==> config.mk <==
export PLATFORM = sky130hd
export DESIGN_NAME = reset_release_sequencer
export DESIGN_NICKNAME = d
export VERILOG_FILES = /design/src/rtl/reset_release_sequencer.sv
export SDC_FILE = /design/constraint.sdc
export NUM_CORES = 1
export LEC_CHECK = 0
export ABC_AREA = 1
export ABC_CLOCK_PERIOD_IN_PS = 1800
export CAP_MARGIN = 25
export CORE_AREA = 2 2 50 57
export CTS_CLUSTER_SIZE = 16
export DETAILED_ROUTE_END_ITERATION = 12
export DIE_AREA = 0 0 52 59
export HOLD_SLACK_MARGIN = 0.08
export PLACE_DENSITY = 0.7
export SYNTH_ARGS = -nofsm -noshare
export SYNTH_HDL_FRONTEND = slang
export SYNTH_SLANG_ARGS = --single-unit
==> constraint.sdc <==
create_clock -name CLK -period 1.8 [get_ports CLK]
set_clock_uncertainty 0.15 [all_clocks]
set_input_delay 0.18 -clock CLK [delete_from_list [all_inputs] [get_ports CLK]]
set_output_delay 0.18 -clock CLK [all_outputs]
set_load 0.005 [all_outputs]
==> src/rtl/reset_release_sequencer.sv <==
// Reset release sequencer: asynchronous assertion of all domain resets,
// synchronised release followed by a hold time and a staggered, in-order
// release of each domain. A synchronous software request re-runs the release.
`timescale 1ns/1ps

module reset_release_sequencer #(
  parameter int unsigned SYNC_STAGES = 2,
  parameter int unsigned HOLD_CYCLES = 16,
  parameter int unsigned STEP_CYCLES = 4,
  parameter int unsigned N_OUT       = 4
) (
  input  logic                         CLK,
  input  logic                         RSTB,
  input  logic                         SW_RST,
  output logic [N_OUT-1:0]             RSTB_OUT,
  output logic [$clog2(N_OUT+1)-1:0]   REL_CNT,
  output logic                         DONE
);

  localparam int unsigned RW   = $clog2(N_OUT + 1);
  localparam int unsigned MAXC = (HOLD_CYCLES > STEP_CYCLES) ? HOLD_CYCLES : STEP_CYCLES;
  localparam int unsigned CW   = $clog2(MAXC + 1);

  localparam logic [CW-1:0]    HOLD_LOAD = CW'(HOLD_CYCLES - 1);
  localparam logic [CW-1:0]    STEP_LOAD = CW'(STEP_CYCLES - 1);
  localparam logic [RW-1:0]    LAST_IDX  = RW'(N_OUT - 1);
  localparam logic [N_OUT-1:0] FIRST_BIT = N_OUT'(1);

  typedef enum logic [1:0] {
    ST_RESET,
    ST_HOLD,
    ST_RELEASE,
    ST_RUN
  } state_t;

  logic [SYNC_STAGES-1:0] sync_q;
  logic                   sync_flag;
  state_t                 state;
  logic [CW-1:0]          cnt;

  assign sync_flag = sync_q[SYNC_STAGES-1];

  // Deassertion synchroniser: clears asynchronously, fills with ones after RSTB rises
  always_ff @(posedge CLK or negedge RSTB) begin
    if (!RSTB) begin
      sync_q <= '0;
    end else begin
      sync_q <= {sync_q[SYNC_STAGES-2:0], 1'b1};
    end
  end

  // Sequencing FSM; every output is a flop with the async clear on RSTB
  always_ff @(posedge CLK or negedge RSTB) begin
    if (!RSTB) begin
      state    <= ST_RESET;
      cnt      <= '0;
      RSTB_OUT <= '0;
      REL_CNT  <= '0;
      DONE     <= 1'b0;
    end else if (state == ST_RESET) begin
      // Software request has no effect until the synchronised release
      if (sync_flag) begin
        state <= ST_HOLD;
        cnt   <= HOLD_LOAD;
      end
    end else if (SW_RST) begin
      // Software request beats any release scheduled on this edge
      state    <= ST_HOLD;
      cnt      <= HOLD_LOAD;
      RSTB_OUT <= '0;
      REL_CNT  <= '0;
      DONE     <= 1'b0;
    end else begin
      case (state)
        ST_HOLD: begin
          if (cnt == '0) begin
            RSTB_OUT <= FIRST_BIT;
            REL_CNT  <= RW'(1);
            cnt      <= STEP_LOAD;
            if (N_OUT == 1) begin
              state <= ST_RUN;
              DONE  <= 1'b1;
            end else begin
              state <= ST_RELEASE;
            end
          end else begin
            cnt <= cnt - CW'(1);
          end
        end
        ST_RELEASE: begin
          if (cnt == '0) begin
            // Bits are released in index order, so the next one is a shift-in
            RSTB_OUT <= (RSTB_OUT << 1) | FIRST_BIT;
            REL_CNT  <= REL_CNT + RW'(1);
            if (REL_CNT == LAST_IDX) begin
              state <= ST_RUN;
              DONE  <= 1'b1;
            end else begin
              cnt <= STEP_LOAD;
            end
          end else begin
            cnt <= cnt - CW'(1);
          end
        end
        default: begin
          state <= state;
        end
      endcase
    end
  end

endmodule

==> results of run 1 <==
synthesized netlist by cell type, drive strengths merged:
cell type / count
a21oi: 3
a22oi: 1
a31oi: 1
buf: 2
conb: 1
dfrtp: 17
ha: 6
inv: 13
nand2: 34
nand3: 11
nand4: 1
nor2: 9
o211ai: 1
o21ai: 13
layer usage:
metal,track usage,share of wire,up-vias
met4,0.06391,0.0078,0
met5,0,0,-
li1,-,-,394
met3,0.02273,0.038,2
met2,0.2188,0.50,17
met1,0.1762,0.45,359
critical path: cells and delay by family, from the launching register on:
kind                       cells  cell delay [ns]
AOI/OAI and AO/OA              2             0.29
adders and majority gates      1             0.22
DFF                            1             0.45
buffers and inverters          2             0.19
and+or+nand+nor                2             0.26
what timing repair did:
action	4_1_cts	5_1_grt
hold endpoints to repair	17	0
hold buffers	1	0
endpoints found under the setup margin	0	12
resized for setup	0	4
flip-flops by register name, indices dropped and copies added, names as in the netlist:
register and cells:
sync_q 2, REL_CNT 3, state 2, cnt 5, DONE 1, RSTB_OUT 4
cells by family after synthesis:
family,Yosys count,synth area share
simple gates,55,0.2611
compound gates,19,0.1449
flops,17,0.4439
buf+inv,15,0.06788
fa+ha+maj,6,0.07833
other cells,1,0.003913
path summary, 6_finish.rpt:
check,from,to,slack [ns],depth (start not counted)
max in group asynchronous,RSTB,state[1]$_DFFE_PN0P_,0.68,3
worst max-delay path,state[0]$_DFFE_PN0P_,REL_CNT[2]$_DFFE_PN0P_,0.13,7
worst max register to register,state[0]$_DFFE_PN0P_,REL_CNT[2]$_DFFE_PN0P_,0.13,7
worst min register to register,sync_q[0]$_DFF_PN0_,sync_q[1]$_DFF_PN0_,0.21,0
min in group asynchronous,RSTB,state[0]$_DFFE_PN0P_,0.61,3
worst min-delay path,sync_q[0]$_DFF_PN0_,sync_q[1]$_DFF_PN0_,0.21,0
cells in the final DEF, fill, tap and decap left out:
| cell type | Yosys | layout |
|---|---|---|
| o21ai_1 | 3 | 3 |
| dlygate4sd3_1 | 0 | 1 |
| nor2_1 | 5 | 5 |
| dfrtp_2 | 0 | 2 |
| conb_1 | 1 | 1 |
| clkbuf_4 | 0 | 3 |
| dfrtp_1 | 17 | 15 |
| buf_4 | 0 | 3 |
| nand2_1 | 33 | 33 |
| a31oi_2 | 1 | 1 |
| ha_2 | 0 | 1 |
| nor2_4 | 2 | 2 |
| clkinv_2 | 0 | 1 |
| inv_1 | 11 | 11 |
| nand3_1 | 10 | 10 |
| a21oi_1 | 3 | 3 |
| o211ai_2 | 1 | 1 |
| nand3_2 | 1 | 1 |
| clkdlybuf4s50_1 | 0 | 10 |
| nand4_1 | 1 | 1 |
| nor2_2 | 2 | 2 |
| inv_2 | 2 | 2 |
| ha_1 | 6 | 5 |
| o21ai_0 | 3 | 3 |
| a22oi_1 | 1 | 1 |
| o21ai_2 | 7 | 7 |
| nand2_4 | 0 | 1 |
power by group through the flow:
stage | clock network [mW] | registers, mW | logic (mW)
floorplan | 0 | 0.568 | 0.620
global placement | 0 | 0.588 | 0.756
detailed placement | 0 | 0.592 | 0.783
CTS | 0.214 | 0.584 | 0.788
global route | 0.237 | 0.604 | 0.902
finish | 0.200 | 0.589 | 0.802
through the flow:
step	hold slack, ns	worst slack (ns)	util	instance area [um2]
6_report	0.2070	0.1265	0.4701	1151
5_1_grt	0.2227	0.005943	0.4701	1151
4_1_cts	0.2109	0.04942	0.4660	1141
3_5_place_dp	0.1870	0.06933	0.4507	1104
3_3_place_gp	0.1833	0.1061	0.4507	1104
2_1_floorplan	-0.2656	0.1630	-	958.4
area by class of cell:
cell class | instances | area (um2) | area share
multi-input cells | 81 | 475.5 | 0.4130
flip-flops and latches | 17 | 427.9 | 0.3717
repair buffers | 14 | 132.6 | 0.1152
inverters | 13 | 48.80 | 0.04239
well taps | 31 | 38.79 | 0.03370
clock buffers | 3 | 22.52 | 0.01957
clock inverters | 1 | 5.005 | 0.004348
==> metrics.yaml, run 1 <==
status: "complete, no violations"
ys_top_cells_by_area: "dfrtp_1 44%, nand2_1 13%, ha_1 7.8%"
p_leak_nw: 0.5437
switching_power_mw: 0.7056
die_area_mm2: 0.003068
crit_required_ns: 1.83
cp_common_cell: "inv_1"
slowest_delay_ns: 0.45
wire_per_inst_um: 11.15
die_w_um: 52
startpoint_type: "register"
hp-class: "register to register"
path_class: "register to register"
grt_pass1_vias: 763
p_sw_frac: 0.4437
internal_power_mw: 0.8847
netlist_area_um2: 958.4
fmax_mhz: 597.5
grt_pass1_wl_mm: 3.167
synth_cell_types: 22
num-fill-cells: 244
via_per_inst: 4.825
io_buffers: 10
diodes: 0
htreeDepth: 1
wl_mm: 1.784
dr.pass1.iters: 4
power_mw: 1.590
path_cells: "inv_1 > ha_2 > inv_1 > a31oi_2 > nand2_4 > nand2_1 > o21ai_2"
synth_top_area_share: 0.4439
setup_tns_ns: 0
grtUsageTotal: 0.1355
cp.arrival_ns: 1.70
fin_crit_sh: 0.9297
syn_to_final_growth_pct: 20.10
routabilityCongestion: 0.8732
cap_violations: 0
grt_max_degree: 18
cts_setup_buffers: 0
worstSetupEndpointType: "register"
drt_iter0_markers: 11
ant_nets: 0
synth-seq-area-share: 0.4439
comb_power_share: 0.504
clock-root-buffer: "clkbuf_4"
num_vias: 772
postSynthAreaPerCell_um2: 8.482
cts_buffers: 3
overflow: 0
drc: 0
vdd_drop_max_uv: 726.0
fin_crit_ns: 1.674
yosys_warnings: 0
fp.dieH_um: 59
critPathMaxFanout: 14
seqPwrFrac: 0.370
dp.cells: 155
cpMaxStageDelayCell: "dfrtp_2"
power_per_cell_area_mw_per_mm2: 1382
initial_core_util: 0.3914
path_clk_slew_ns: 0.10
clockBufferDepth: 2
clock_sinks: 17
hold_viol: 0
final-max-slew-violation-count: 0
synth-seq-cells: 17
syn_nets: 122
core-area_mm2: 0.002449
fin_nets: 139
synth_area_leader_cell: "dfrtp_1"
ios: 11
final_cells: 160
drive_gt1_frac: 0.2093
dp_hpwl_mm: 1.341
setup_violations: 0
fp-row-count: 19
clkLatencyLatePin_ns: 0.28
antenna_found_initial: 0
syn_inst: 113
rsz0062_at_grt: "no"
power_frac_clock: 0.125
tritoncts: "yes"
(Power assumes the default switching activity.)
==> inputs of run 2 (changes only) <==
--- a/config.mk
+++ b/config.mk
@@ -8,12 +8,12 @@
 export ABC_AREA = 1
 export ABC_CLOCK_PERIOD_IN_PS = 1800
 export CAP_MARGIN = 25
-export CORE_AREA = 2 2 50 57
+export CORE_AREA = 2 2 64 72
 export CTS_CLUSTER_SIZE = 16
 export DETAILED_ROUTE_END_ITERATION = 12
-export DIE_AREA = 0 0 52 59
+export DIE_AREA = 0 0 66 74
 export HOLD_SLACK_MARGIN = 0.08
-export PLACE_DENSITY = 0.7
+export PLACE_DENSITY = 0.51
 export SYNTH_ARGS = -nofsm -noshare
 export SYNTH_HDL_FRONTEND = slang
 export SYNTH_SLANG_ARGS = --single-unit
==> metrics.yaml, run 2 (same netlist as run 1, synthesis figures left out) <==
drc: 0
cp_common_cell: "nand2_1"
critPathMaxFanout: 8
syn_to_final_growth_pct: 25.20
fmax_mhz: 600.2
fin_nets: 140
path_buf_inv: 2
crit_required_ns: 1.79
clock-root-buffer: "clkbuf_8"
drt_iter0_markers: 15
dr.pass1.iters: 4
dp.cells: 180
core-area_mm2: 0.004192
grt_max_degree: 18
final_common_cell: "nand2_1"
io_buffers: 10
fin_crit_sh: 0.9257
ios: 11
top_register: "cnt"
dp_hpwl_mm: 1.444
htreeDepth: 1
via_per_inst: 4.158
worstSetupEndpointType: "register"
path_class: "register to register"
antenna_found_initial: 0
power_mw: 1.679
fp-row-count: 25
path_cells: "inv_1 > ha_1 > inv_1 > o21ai_2 > nor2_4 > nand2_1 > nand2_1 > nand2_1"
tritoncts: "yes"
wl_mm: 1.844
grt_pass1_wl_mm: 3.339
final_cells: 184
status: "complete, no violations"
setup_violations: 0
die_area_mm2: 0.004884
drive_gt1_frac: 0.2000
grt_pass1_vias: 782
final_cell_mix: "33 x nand2_1, 17 x dfrtp_1, 11 x inv_1, 10 x nand3_1, 10 x clkdlybuf4s50_1"
slowest_delay_ns: 0.45
cp.arrival_ns: 1.65
cpLargestDelayFamily: "flip-flops"
p_leak_nw: 0.5565
fp.dieH_um: 74
num_vias: 765
num-fill-cells: 472
clockBufferDepth: 2
power_per_cell_area_mw_per_mm2: 1399
fin_crit_ns: 1.666
clock_sinks: 17
ant_nets: 0
cts_buffers: 3
vdd_drop_max_uv: 509.8
cts.hold.buffers_added: 0
reg_top3: "cnt (5), RSTB_OUT (4), REL_CNT (3)"
final-max-slew-violation-count: 0
die_w_um: 66
largest_reg_flops: 5
diodes: 0
startpoint_type: "register"
hold_viol: 0
routabilityCongestion: 0.7495
cap_violations: 0
path_clk_slew_ns: 0.06
overflow: 0
clkLatencyLatePin_ns: 0.24
grtUsageTotal: 0.08793
initial_core_util: 0.2287
wire_per_inst_um: 10.02
cts_setup_buffers: 0
cpMaxStageDelayCell: "dfrtp_1"
hp-class: "input port to async pin"
[run 2: cell count changes in the layout (fill, tap and decap cells not counted)]
| cell | delta |
|---|---|
| clkbuf_1 | +1 |
| dlygate4sd3_1 | -1 |
| dfrtp_1 | +2 |
| buf_4 | +2 |
| clkinv_2 | -1 |
| clkbuf_8 | +3 |
| dfrtp_2 | -2 |
| clkbuf_4 | -3 |
[run 2: per-stage QoR]
step	area, um2	hold WS [ns]	utilization	setup TNS (ns)	worst slack (ns)
after floorplan	958.4	-0.2656	-	0	0.1630
after global placement	1147	0.1857	0.2737	0	0.1140
after detailed placement	1147	0.2008	0.2737	0	0.08405
after CTS	1192	0.1107	0.2845	0	0.07823
after global routing	1200	0.1237	0.2863	-0.0003770	-0.0003770
final	1200	0.1056	0.2863	0	0.1338
[run 2: path summary, 6_finish.rpt]
| check | to | start | slack, ns | cells past startpoint |
|---|---|---|---|---|
| max | cnt[2]$_DFFE_PN0P_ | state[1]$_DFFE_PN0P_ | 0.13 | 8 |
| min | DONE$_DFFE_PN0P_ | RSTB | 0.11 | 2 |
| max reg2reg | cnt[2]$_DFFE_PN0P_ | state[1]$_DFFE_PN0P_ | 0.13 | 8 |
| min reg2reg | sync_q[1]$_DFF_PN0_ | sync_q[0]$_DFF_PN0_ | 0.21 | 0 |
| max in group asynchronous | cnt[1]$_DFFE_PN0P_ | RSTB | 1.20 | 2 |
| min in group CLK | sync_q[1]$_DFF_PN0_ | sync_q[0]$_DFF_PN0_ | 0.21 | 0 |
[run 2: area by class of cell]
type	instances	area [um2]	area share
clock buffer	4	45.04	0.03754
inverter	13	48.80	0.04067
multi-input combinational	81	475.5	0.3962
sequential	17	425.4	0.3545
tap	54	67.56	0.05631
timing repair buffer	15	137.6	0.1147
[run 2: routing by layer]
metal | GRT usage | share of wire | up-vias
li1 | - | - | 394
met1 | 0.1124 | 0.45 | 359
met2 | 0.1504 | 0.51 | 12
met3 | 0.01815 | 0.035 | 0
met4 | 0.02721 | 0 | 0
met5 | 0 | 0 | -
[run 2: what timing repair did]
item / CTS / global route
endpoints found under the setup margin: 0 / 8
endpoints found under the hold margin: 0 / 0
resized for setup: 0 / 2
[run 2: report_power, final]
| group | internal, mW | leakage (nW) | total, mW | switching, mW |
|---|---|---|---|---|
| combinational | 0.334 | 0.323 | 0.828 | 0.494 |
| clock | 0.157 | 0.0228 | 0.276 | 0.120 |
| sequential | 0.484 | 0.211 | 0.575 | 0.0904 |
